## src/rtl/spart_pkg.sv

```systemverilog
// Shared constants and state type for the mini SPART serial path.
// The frame shape is common to the transmitter and receiver.
package spart_pkg;

  localparam int unsigned OVERSAMPLE  = 16;
  localparam int unsigned SampleFirst = 7;
  localparam int unsigned SampleMid   = 8;
  localparam int unsigned SampleLast  = 9;
  localparam int unsigned DataBits    = 8;
  localparam int unsigned StopBits    = 2;

  typedef enum logic [2:0] {
    StIdle,
    StStart,
    StData,
    StStop1,
    StStop2
  } rx_state_e;

endpackage

```

## src/rtl/sync2.sv

```systemverilog
// Two-flop synchronizer for a single asynchronous input.
// ResetVal sets both flops so the output is defined straight out of reset.
module sync2 #(
  parameter logic ResetVal = 1'b1
) (
  input  logic clk,
  input  logic rst,
  input  logic d,
  output logic q
);

  logic meta_q;

  always_ff @(posedge clk or posedge rst) begin
    if (rst) begin
      meta_q <= ResetVal;
      q      <= ResetVal;
    end else begin
      meta_q <= d;
      q      <= meta_q;
    end
  end

endmodule

```

## src/rtl/spart_rx.sv

```systemverilog
// SPART receiver: 8N2 framing, 16x oversampled, 2-of-3 vote at mid-bit.
// Delivers each byte with RDA and reports framing / overrun errors.
module spart_rx
  import spart_pkg::*;
(
  input  logic       clk,
  input  logic       rst,
  input  logic       Enable,
  input  logic       RxD,
  input  logic       clr_rda,
  output logic [7:0] RxD_data,
  output logic       RDA,
  output logic       framing_err,
  output logic       overrun_err
);

  localparam int unsigned ScntW = $clog2(OVERSAMPLE);
  localparam int unsigned IdxW  = $clog2(DataBits);
  localparam logic [ScntW-1:0] ScntFirst = ScntW'(SampleFirst);
  localparam logic [ScntW-1:0] ScntMid   = ScntW'(SampleMid);
  localparam logic [ScntW-1:0] ScntLast  = ScntW'(SampleLast);
  localparam logic [ScntW-1:0] ScntWrap  = ScntW'(OVERSAMPLE - 1);
  localparam logic [IdxW-1:0]  IdxLast   = IdxW'(DataBits - 1);

  rx_state_e        state_q, state_d;
  logic [ScntW-1:0] scnt_q, scnt_d;
  logic [IdxW-1:0]  bitIdx_q, bitIdx_d;
  logic [7:0]       shift_q, shift_d;
  logic [1:0]       samp_q, samp_d;
  logic             stop1_q, stop1_d;
  logic             rxSync, vote, decide, wrap, done;

  sync2 #(
    .ResetVal (1'b1)
  ) uSync (
    .clk (clk),
    .rst (rst),
    .d   (RxD),
    .q   (rxSync)
  );

  assign decide = Enable && (scnt_q == ScntLast);
  assign wrap   = Enable && (scnt_q == ScntWrap);
  // Votes from scnt 7 and 8 plus the live sample at scnt 9.
  assign vote   = (samp_q[0] & samp_q[1]) | (samp_q[0] & rxSync) | (samp_q[1] & rxSync);

  always_comb begin
    state_d  = state_q;
    scnt_d   = scnt_q;
    bitIdx_d = bitIdx_q;
    shift_d  = shift_q;
    samp_d   = samp_q;
    stop1_d  = stop1_q;
    done     = 1'b0;
    if (Enable) begin
      if (scnt_q == ScntFirst) samp_d[0] = rxSync;
      if (scnt_q == ScntMid)   samp_d[1] = rxSync;
      unique case (state_q)
        StIdle: begin
          // The detecting tick is scnt 0 of the start bit.
          if (!rxSync) begin
            state_d = StStart;
            scnt_d  = ScntW'(1);
          end
        end
        StStart: begin
          scnt_d = scnt_q + 1'b1;
          if (decide && vote) begin
            state_d = StIdle;
            scnt_d  = '0;
          end else if (wrap) begin
            state_d  = StData;
            bitIdx_d = '0;
          end
        end
        StData: begin
          scnt_d = scnt_q + 1'b1;
          if (decide) shift_d = {vote, shift_q[7:1]};
          if (wrap) begin
            bitIdx_d = bitIdx_q + 1'b1;
            if (bitIdx_q == IdxLast) state_d = StStop1;
          end
        end
        StStop1: begin
          scnt_d = scnt_q + 1'b1;
          if (decide) stop1_d = vote;
          if (wrap) state_d = StStop2;
        end
        StStop2: begin
          scnt_d = scnt_q + 1'b1;
          // Leave early so a back-to-back start edge is caught on time.
          if (decide) begin
            done    = 1'b1;
            state_d = StIdle;
            scnt_d  = '0;
          end
        end
        default: begin
          state_d = StIdle;
          scnt_d  = '0;
        end
      endcase
    end
  end

  always_ff @(posedge clk or posedge rst) begin
    if (rst) begin
      state_q  <= StIdle;
      scnt_q   <= '0;
      bitIdx_q <= '0;
      shift_q  <= '0;
      samp_q   <= '0;
      stop1_q  <= 1'b0;
    end else begin
      state_q  <= state_d;
      scnt_q   <= scnt_d;
      bitIdx_q <= bitIdx_d;
      shift_q  <= shift_d;
      samp_q   <= samp_d;
      stop1_q  <= stop1_d;
    end
  end

  // A clear landing on the completion cycle retires the old byte, so no overrun.
  always_ff @(posedge clk or posedge rst) begin
    if (rst) begin
      RxD_data    <= 8'h00;
      RDA         <= 1'b0;
      framing_err <= 1'b0;
      overrun_err <= 1'b0;
    end else if (done) begin
      RxD_data    <= shift_q;
      RDA         <= 1'b1;
      framing_err <= ~stop1_q | ~vote;
      overrun_err <= ~clr_rda & (RDA | overrun_err);
    end else if (clr_rda) begin
      RDA         <= 1'b0;
      framing_err <= 1'b0;
      overrun_err <= 1'b0;
    end
  end

endmodule

```

## config.mk

```make
export PLATFORM = sky130hd
export DESIGN_NAME = spart_rx
export DESIGN_NICKNAME = d
export VERILOG_FILES = /design/src/rtl/spart_pkg.sv /design/src/rtl/sync2.sv /design/src/rtl/spart_rx.sv
export SDC_FILE = /design/constraint.sdc
export NUM_CORES = 1
export LEC_CHECK = 0
export ABC_AREA = 1
export ABC_CLOCK_PERIOD_IN_PS = 1600
export CORE_MARGIN = 2
export CORE_UTILIZATION = 49
export CTS_BUF_LIST = sky130_fd_sc_hd__clkbuf_4 sky130_fd_sc_hd__clkbuf_8 sky130_fd_sc_hd__clkbuf_16
export DETAILED_ROUTE_END_ITERATION = 12
export GPL_TIMING_DRIVEN = 0
export MAX_ROUTING_LAYER = met4
export PLACE_DENSITY = 0.7
export SETUP_SLACK_MARGIN = 0.15
export SYNTH_ARGS = -nofsm -noshare
export SYNTH_HDL_FRONTEND = slang
export SYNTH_SLANG_ARGS = --single-unit
```

## constraint.sdc

```tcl
create_clock -name clk -period 1.6 [get_ports clk]
set_input_delay 0.16 -clock clk [delete_from_list [all_inputs] [get_ports clk]]
set_output_delay 0.16 -clock clk [all_outputs]
set_load 0.005 [all_outputs]
```

Word level (Yosys, flattened, before mapping)
Cells that the tools add are included.
{"block": "classes", "eq_ne": 17, "muxes": 23, "n_reduce_logical": 14, "bitwise_logic": 11, "add_sub_neg": 2}
{"cell": "3-bit 2-to-1 mux", "count": 10}
{"cell": "4-bit one-hot mux with 4 select lines", "count": 1}
{"cell": "3-bit one-hot mux with 5 select lines", "count": 1}
{"cell": "2-bit != test, second input constant", "count": 7}
{"cell": "4-bit equality test, second input constant", "count": 3}
{"cell": "4-bit 2-to-1 mux", "count": 3}
{"cell": "1-bit 2-to-1 mux", "count": 7}
{"cell": "7-bit AND reduction", "count": 1}
{"cell": "3-bit by 2-bit equality test with 1-bit output, second input constant", "count": 2}
{"cell": "3-bit equality test, second input constant", "count": 2}
{"cell": "3-bit one-hot mux with 2 select lines", "count": 1}
{"cell": "2-bit AND reduction", "count": 3}
{"cell": "3-bit AND reduction", "count": 2}
{"cell": "5-bit AND reduction", "count": 1}
{"cell": "4-bit by 1-bit adder with 4-bit output, second input constant", "count": 1}
{"cell": "1-bit AND", "count": 4}
{"cell": "4-bit by 3-bit equality test with 1-bit output, second input constant", "count": 1}
{"cell": "1-bit bitwise OR", "count": 4}
{"cell": "2-bit nonzero test", "count": 2}
{"cell": "3-bit by 1-bit adder with 3-bit output, second input constant", "count": 1}
{"cell": "3-bit by 1-bit equality test with 1-bit output, second input constant", "count": 1}
{"cell": "1-bit logical AND", "count": 3}
{"cell": "3-bit logical NOT", "count": 1}
{"cell": "3-bit != test, second input constant", "count": 1}
{"cell": "2 further kinds", "count": 4}
{"block": "totals", "out_inout_bits": 11, "inputBits": 5, "register_bits": 34, "word_cells": 80}

Depth between registers and ports, before layout
Gate-level depths: netlist (run 1).
{"block": "depth", "depth_word": 6, "ltp_mapped": 11, "mapped_depth_nobuf": 11}

Hierarchy
A second synthesis (run 1) with hierarchy kept.
{"block": "hier_totals", "hier_cells": 184, "hier_area_um2": 1592.8}
{"mod": "spart_rx", "n_inst": 1, "seq_area_each_um2": 800.8, "cells_each": 181, "area_per_inst_um2": 1536.5}
{"mod": "sync2", "n_inst": 1, "seq_area_each_um2": 52.6, "cells_each": 3, "area_per_inst_um2": 56.3}

Worst setup path before layout (run 1)
Ideal clock, no wire load.
{"block": "synth_path", "path_kind": "register -> register", "from": "register scnt_q[1]", "to": "register state_q[1]", "n_path_buf": 0, "t_arrival_ps": 1247, "slack_ps": 236, "synth_period_minus_slack_ps": 1364, "setup_time_ps": 117, "path_stages_with_launch": 12, "required_ps": 1483, "path_cell_list": "dfrtp_1 -> inv_1 -> ha_1 -> nand2_1 -> nor2_4 -> nand2_1 -> nand2_1 -> nand2_1 -> nand2_1 -> nand2_1 -> nand2_1 -> nand2_1"}
{"block": "synth_via", "elab_chain_cells": 5, "elab_cells_between_ends": 12, "cone_classes": "eq/ne (6); mux (2); reduce/logical (4)"}
{"element": "start, declared", "line": "spart_rx.sv:26", "source": "logic [ScntW-1:0] scnt_q, scnt_d;"}
{"element": "start signal, assigned", "line": "spart_rx.sv:116", "source": "scnt_q <= scnt_d;"}
{"element": "4-bit equality test", "line": "spart_rx.sv:42", "source": "assign decide = Enable && (scnt_q == ScntLast);"}
{"element": "1-bit logical AND", "line": "spart_rx.sv:42"}
{"element": "1-bit logical AND", "line": "spart_rx.sv:68", "source": "if (decide && vote) begin"}
{"element": "3-bit != test (no source line) / 3-bit 2-to-1 mux (equally long branches)"}
{"element": "7-bit AND reduction (no source line) / 3-bit one-hot mux with 5 select lines (equally long branches)"}
{"element": "end signal, assigned", "line": "spart_rx.sv:108", "source": "state_q <= StIdle;"}
{"element": "end signal, assigned", "line": "spart_rx.sv:115", "source": "state_q <= state_d;"}
{"element": "end, declared", "line": "spart_rx.sv:25", "source": "rx_state_e state_q, state_d;"}
Several ways; a longest one is shown, not always the timed one.
A chain may end at the register's enable or synchronous reset.

Worst setup path in the final report (run 1)
Same ends and word-level chain as after synthesis.

==> metrics.md, run 1 <==
| Metric | Value |
|---|---|
| Most frequent cell after synthesis | `nand2_1` |
| First drt pass iteration count | `4` |
| Synth Area in XOR/XNOR | `0.00552` |
| # diodes | `0` |
| MaxCap Viol Count | `0` |
| IO buf count | `15` |
| WHS | `0.143 ns` |
| Relative slew margins | `0.551` |
| Most frequent cells after synthesis | `nand2_1 (59), dfrtp_1 (32), inv_1 (22)` |
| Final setup violation count | `0` |
| Startpoint types | `flip-flop` |
| Core Region | `3080 um^2` |
| Die width | `60.9 um` |
| Fin nets | `223` |
| Via count | `1291` |
| Initial antenna violation count | `0` |
| Total grt overflow | `0` |
| Multiplexer share of the synthesized area | `0` |
| HP Class | `input pin to asynchronous set/reset pin` |
| Critical Path RT | `1.82 ns` |
| Final WL | `3020 um` |
| Largest net degree at the start of global routing | `35` |
| Avg Cell Area, Syn | `8.77 um^2` |
| GR met1 Demand/Resource | `0.228` |
| Final slew viol count | `0` |
| Clock Path Buffers | `2` |
| Min Clock Period, post-route | `1.44 ns` |
| Synth Instances | `181` |
| Slowest stage delay, CP | `0.41 ns` |
| Layout cells sized above 1 | `0.243` |
| Setup CP Type | `flip-flop to flip-flop` |
| Cell Rows | `20` |
| DRT iter0 DRCs | `41` |
| Root buffer cell | `clkbuf_4` |
| CP Capture Type | `flip-flop` |
| TritonCTS clock tree | `done` |
| Number of flops mapped to enable cells by yosys | `0` |
| Worst-Skew Late Latency | `0.33 ns` |
| Met3 Resource Use GR | `0.0384` |
| Most Crowded Layer GR | `met2` |
| Leakage | `0.973 nW` |
| Clock-pin slew on the worst setup and hold paths | `0.10 ns` |
| Async S/R FF share, synth | `1.00` |
| Tcrit/Tclk final | `0.901` |
| Fmax | `0.694 GHz` |
| Htree depth | `2` |
| Final clock skew | `0.0119 ns` |
| Final setup TNS | `0 ns` |
| Synth-to-Final Area Change | `29.0%` |
| Total Routing Usage GR | `0.195` |
| Met2 Track Usage GR | `0.336` |
| Clock net sink count | `34` |
| Post-Synth Adder-Cell Area | `0.0394` |
| Status | `finished clean` |
| Ports | `16` |
| Hold Vio Cnt, Final | `0` |
| Vias in the first global route | `1203` |
| Mapped Nets | `191` |
| Detailed placement HPWL | `2060 um` |
| Starting Density | `0.515` |
| Critical-path cell list | `inv_2 > ha_4 > nand2_2 > nor2_4 > nor2_1 > nor2_2 > nand2_2 > nand2_1 > nand2_1` |
| Slew @ Worst Pin | `0.669 ns` |
| Power per cell area | `1130 nW/um^2` |
| Slowest CP cell | `dfrtp_1` |
| Synth Warn # | `0` |
| Mapped cell area | `1590 um^2` |
| Top cells by area, synth | `dfrtp_1 (50%), nand2_1 (14%), inv_1 (5.2%)` |
| Top_reg_cell synth | `dfrtp_1` |
| First-pass GRT wire length | `5190 um` |
| Die span in y | `60.9 um` |
| RePlAce Congestion | `0.832` |
| RSZ-0062 raised after global routing | `yes` |
| Residual DRC | `0` |
| Clock buffer count from CTS | `5` |
| DRT antenna net count | `0` |
| Max IR drop VDD | `0.710 mV` |
| Yosys reg bits | `34` |
| Sequential area share after synthesis | `0.538` |
| Vias/cell | `5.00` |
| Yosys top cell area share | `0.505` |
| Die Area | `3710 um^2` |
| Crit path DAT | `1.66 ns` |
| Wirelength per Cell | `11.7 um` |
| Leading area contributor after synthesis | `dfrtp_1` |
| Combinational family with the most area after synthesis | `simple AND/OR/NAND/NOR gates` |
| Number of distinct library cells after synthesis | `20` |
| Crit-path max FO | `5` |
| Post-Synth Simple-Gate Area | `0.239` |
| Compound-cell area share of the yosys netlist | `0.107` |
-- flip-flops by register name (all words and copies together) (netlist names) --
name	cells
RxD_data	8
shift_q	8
scnt_q	4
bitIdx_q	3
state_q	3
samp_q	2
RDA	1
framing_err	1
overrun_err	1
stop1_q	1
uSync.meta_q	1
uSync.q	1
-- logic make-up after synthesis --
group / Yosys count
AO/OA/AOI/OAI: 27
XOR/XNOR: 1
adder cells (fa/ha/maj): 5
buffers and inverters: 26
flip-flops: 34
AND/OR/NAND/NOR: 88
-- routing by layer --
layer | up-vias | wire length, um
li1 | 638 | -
met1 | 610 | 1330
met2 | 37 | 1530
met3 | 6 | 120
met4 | 0 | 35
met5 | - | 0
-- layout by cell type, fill, tap and decap left out, types with 2 or more instances in the layout --
master / netlist / layout
clkdlybuf4s50_1: 0 / 15
nand2_1: 59 / 51
o21ai_0: 14 / 9
ha_1: 5 / 4
buf_4: 0 / 6
clkbuf_4: 0 / 5
dfrtp_1: 32 / 29
a21oi_1: 2 / 2
nor2_4: 3 / 4
nand3_1: 13 / 13
nor2_2: 0 / 2
o21ai_2: 8 / 8
dfstp_2: 2 / 2
nand2_2: 1 / 8
dfrtp_2: 0 / 3
nor2_1: 9 / 6
inv_1: 22 / 20
buf_16: 0 / 2
inv_2: 2 / 2
buf_6: 2 / 2
o21ai_1: 0 / 5
a31oi_1: 2 / 2
-- power by group --
part	leakage, nW	switching [mW]	total (mW)	internal, mW
clock network	0.0343	0.284	0.495	0.211
logic	0.483	0.464	0.734	0.271
registers	0.456	0.118	1.08	0.962
total	0.973	0.866	2.31	1.44
-- area by class of cell --
class,instances,area (um^2)
Timing Repair Buffer,25,282
Multi-Input combinational cell,121,671
Buffer,2,26.3
Inverter,24,92.6
Tap cell,44,55.1
Clock buffer,6,51.3
Sequential cell,34,857
Clock inverter,2,12.5
Fill cell,245,1030
-- worst max-delay path, delay by kind of cell, from the launching register on --
kind,cells,cell delay [ns]
adder cells (fa/ha/maj),1,0.13
buffers and inverters,1,0.09
flip-flops,1,0.41
AND/OR/NAND/NOR,7,0.70
-- final timing paths --
kind / startpoint / to / slack (ns) / cells after the start
setup reg to reg: scnt_q[1] / state_q[1] / 0.16 / 9
setup / recovery: scnt_q[1] / state_q[1] / 0.16 / 9
hold / removal: rst / samp_q[1] / 0.14 / 2
max in group asynchronous: rst / bitIdx_q[0] / 1.00 / 3
hold reg to reg: uSync.meta_q / uSync.q / 0.37 / 0
min in group clk: RxD / uSync.meta_q / 0.23 / 1
-- through the flow --
step	cell area, um^2	total power, mW	utilization	std cells	setup slack (ns)
6_report	2050	2.31	0.665	258	0.158
3_3_place_gp	1790	1.63	0.582	240	-0.0894
4_1_cts	1990	2.24	0.646	255	0.145
2_1_floorplan	1590	1.52	-	181	0.236
5_1_grt	2050	2.48	0.665	258	0.0510
3_5_place_dp	1790	1.67	0.582	240	-0.140
-- timing repair --
item	CTS	global route
setup endpoints to repair	24	27
pin swaps	3	4
gates resized for setup	16	12
gates cloned	1	0
buffers inserted	6	2
hold buffers	0	0
No activity file was read; power rests on OpenSTA's default activity.
==> run 2, diff against run 1 <==
--- a/config.mk
+++ b/config.mk
@@ -12,7 +12,6 @@
 export CTS_BUF_LIST = sky130_fd_sc_hd__clkbuf_4 sky130_fd_sc_hd__clkbuf_8 sky130_fd_sc_hd__clkbuf_16
 export DETAILED_ROUTE_END_ITERATION = 12
 export GPL_TIMING_DRIVEN = 0
-export MAX_ROUTING_LAYER = met4
 export PLACE_DENSITY = 0.7
 export SETUP_SLACK_MARGIN = 0.15
 export SYNTH_ARGS = -nofsm -noshare
==> metrics.md, run 2 (synthesis gave the netlist of run 1 again) <==
| Metric | Value |
|---|---|
| Status | `finished clean` |
| Wirelength per Cell | `11.7 um (unchanged)` |
| IO buf count | `15 (unchanged)` |
| Layout cells sized above 1 | `0.243 (unchanged)` |
| Clock net sink count | `34 (unchanged)` |
| MaxCap Viol Count | `0 (unchanged)` |
| Total Routing Usage GR | `0.189 (-0.00608)` |
| Final slew viol count | `0 (unchanged)` |
| Initial antenna violation count | `0 (unchanged)` |
| Die Area | `3710 um^2 (unchanged)` |
| Vias/cell | `5.00 (unchanged)` |
| Leakage | `0.973 nW (unchanged)` |
| RePlAce Congestion | `0.820 (-1.5%)` |
| Ports | `16 (unchanged)` |
| Synth-to-Final Area Change | `29.0% (unchanged)` |
| Fin nets | `223 (unchanged)` |
| TritonCTS clock tree | `done` |
| Crit path DAT | `1.66 ns (about the same)` |
| Pint | `1.44 mW (unchanged)` |
| Slowest CP cell | `dfrtp_1` |
| HP Class | `input pin to asynchronous set/reset pin` |
| Core Region | `3080 um^2 (unchanged)` |
| Sw frac | `0.375 (about the same)` |
| Crit-path max FO | `5 (unchanged)` |
| Die width | `60.9 um (unchanged)` |
| First-pass GRT wire length | `5180 um (-0.13%)` |
| FF-to-FF Start | `scnt_q[1]` |
| Launch point of the worst path | `scnt_q[1]` |
| RSZ-0062 raised after global routing | `yes` |
| DRT antenna net count | `0 (unchanged)` |
| Hold Vio Cnt, Final | `0 (unchanged)` |
| Clk network pwr share | `0.214 (about the same)` |
| Largest registers | `RxD_data (8), shift_q (8), scnt_q (4)` |
| Vias in the first global route | `1203 (unchanged)` |
| Pwr Total | `2.31 mW (about the same)` |
| Routed met3 length | `120 um (unchanged)` |
| Clock-pin slew on the worst setup and hold paths | `0.10 ns (about the same)` |
| # diodes | `0 (unchanged)` |
| Starting Density | `0.515 (unchanged)` |
| M1 wire length | `1330 um (unchanged)` |
| FF-to-FF path depth | `9 (unchanged)` |
| Critical-path cell list | `inv_2 > ha_4 > nand2_2 > nor2_4 > nor2_1 > nor2_2 > nand2_2 > nand2_1 > nand2_1` |
| Cell Rows | `20 (unchanged)` |
| Relative slew margins | `0.551 (unchanged)` |
| Max IR drop VDD | `0.710 mV (about the same)` |
| Worst path depth | `9 (unchanged)` |
| Slew @ Worst Pin | `0.669 ns (unchanged)` |
| Slowest stage delay, CP | `0.41 ns (about the same)` |
| Clock Path Buffers | `2 (unchanged)` |
| WHS | `0.143 ns (+0.00000500 ns)` |
| Via count | `1291 (unchanged)` |
| Reg power frac | `0.468 (about the same)` |
| Detailed placement HPWL | `2060 um (unchanged)` |
| Die span in y | `60.9 um (unchanged)` |
| Commonest non-fill, non-tap cell in the layout | `nand2_1` |
| Largest net degree at the start of global routing | `35 (unchanged)` |
| Final setup violation count | `0 (unchanged)` |
| Final setup TNS | `0 ns (unchanged)` |
| Total grt overflow | `0 (unchanged)` |
| Final WL | `3020 um (unchanged)` |
| Critical Path RT | `1.82 ns (about the same)` |
| Fmax | `0.694 GHz (about the same)` |
| CP Capture Type | `flip-flop` |
| DRT iter0 DRCs | `44 (+7.3%)` |
| Setup CP Type | `flip-flop to flip-flop` |
| Clock buffer count from CTS | `5 (unchanged)` |
| Power per cell area | `1130 nW/um^2 (about the same)` |
| P_sw | `0.866 mW (about the same)` |
| Min Clock Period, post-route | `1.44 ns (+0.000119 ns)` |
| Top layer in use | `met4` |
| Met2 WL | `1530 um (unchanged)` |
| Combinational Power Share | `0.318 (about the same)` |
| Tcrit/Tclk final | `0.901 (about the same)` |
| Startpoint types | `flip-flop` |
| Worst-Skew Late Latency | `0.33 ns (about the same)` |
| CP delay by family, top | `simple AND/OR/NAND/NOR gates` |
| Most frequent cells in the layout | `nand2_1 (51), dfrtp_1 (29), inv_1 (20)` |
| First drt pass iteration count | `4 (unchanged)` |
| Final setup margin | `0.158 ns (-0.000119 ns)` |
| Final clock skew | `0.0119 ns (-0.0000393 ns)` |
| Htree depth | `2 (unchanged)` |
| Crit path buffers/inverters | `1 (unchanged)` |
| Residual DRC | `0 (unchanged)` |
| Root buffer cell | `clkbuf_4` |
| Post-Place Setup Slack | `-0.140 ns (unchanged)` |
==> run 2: cell counts in the layout (fill, tap and decap cells not counted) <==
Identical to the previous run, type by type.
==> run 2: per-layer routing <==
| metal | global-route usage | vias up |
|---|---|---|
| li1 | - | 638 |
| met1 | 0.228 | 610 |
| met2 | 0.336 | 37 |
| met3 | 0.0384 | 6 |
| met4 | 0.0590 | 0 |
| met5 | 0 | - |
==> run 2: stage by stage <==
stage          area (um^2)  instances   util
2_1_floorplan         1590        181      -
3_3_place_gp          1790        240  0.582
3_5_place_dp          1790        240  0.582
4_1_cts               1990        255  0.646
5_1_grt               2050        258  0.665
6_report              2050        258  0.665
==> run 2: worst paths after layout <==
path	to	slack, ns
setup / recovery	state_q[1]	0.16
hold / removal	samp_q[1]	0.14
setup reg to reg	state_q[1]	0.16
hold reg to reg	uSync.q	0.37
max in group asynchronous	bitIdx_q[0]	1.00
min in group clk	uSync.meta_q	0.23
==> run 2: layout make-up <==
cell class | count | area (um^2)
timing repair buffer | 25 | 282
buffer | 2 | 26.3
inverter | 24 | 92.6
tap | 44 | 55.1
multi-input combinational | 121 | 671
fill | 245 | 1030
sequential | 34 | 857
clock buffer | 6 | 51.3
clock inverter | 2 | 12.5
==> run 2: power groups by stage <==
stage,Clock [mW],Sequential [mW],Combinational [mW]
after CTS,0.510,1.07,0.666
after detailed placement,0,1.08,0.589
final,0.495,1.08,0.734
after global routing,0.555,1.10,0.825
after floorplan,0,1.05,0.467
after global placement,0,1.07,0.557
==> run 2: timing repair <==
item                                    in CTS  in global routing
pin swaps                                    3                  4
cloned                                       1                  0
endpoints found under the setup margin      24                 27
gates resized for setup                     16                 12
hold buffers                                 0                  0
buffers inserted                             6                  2
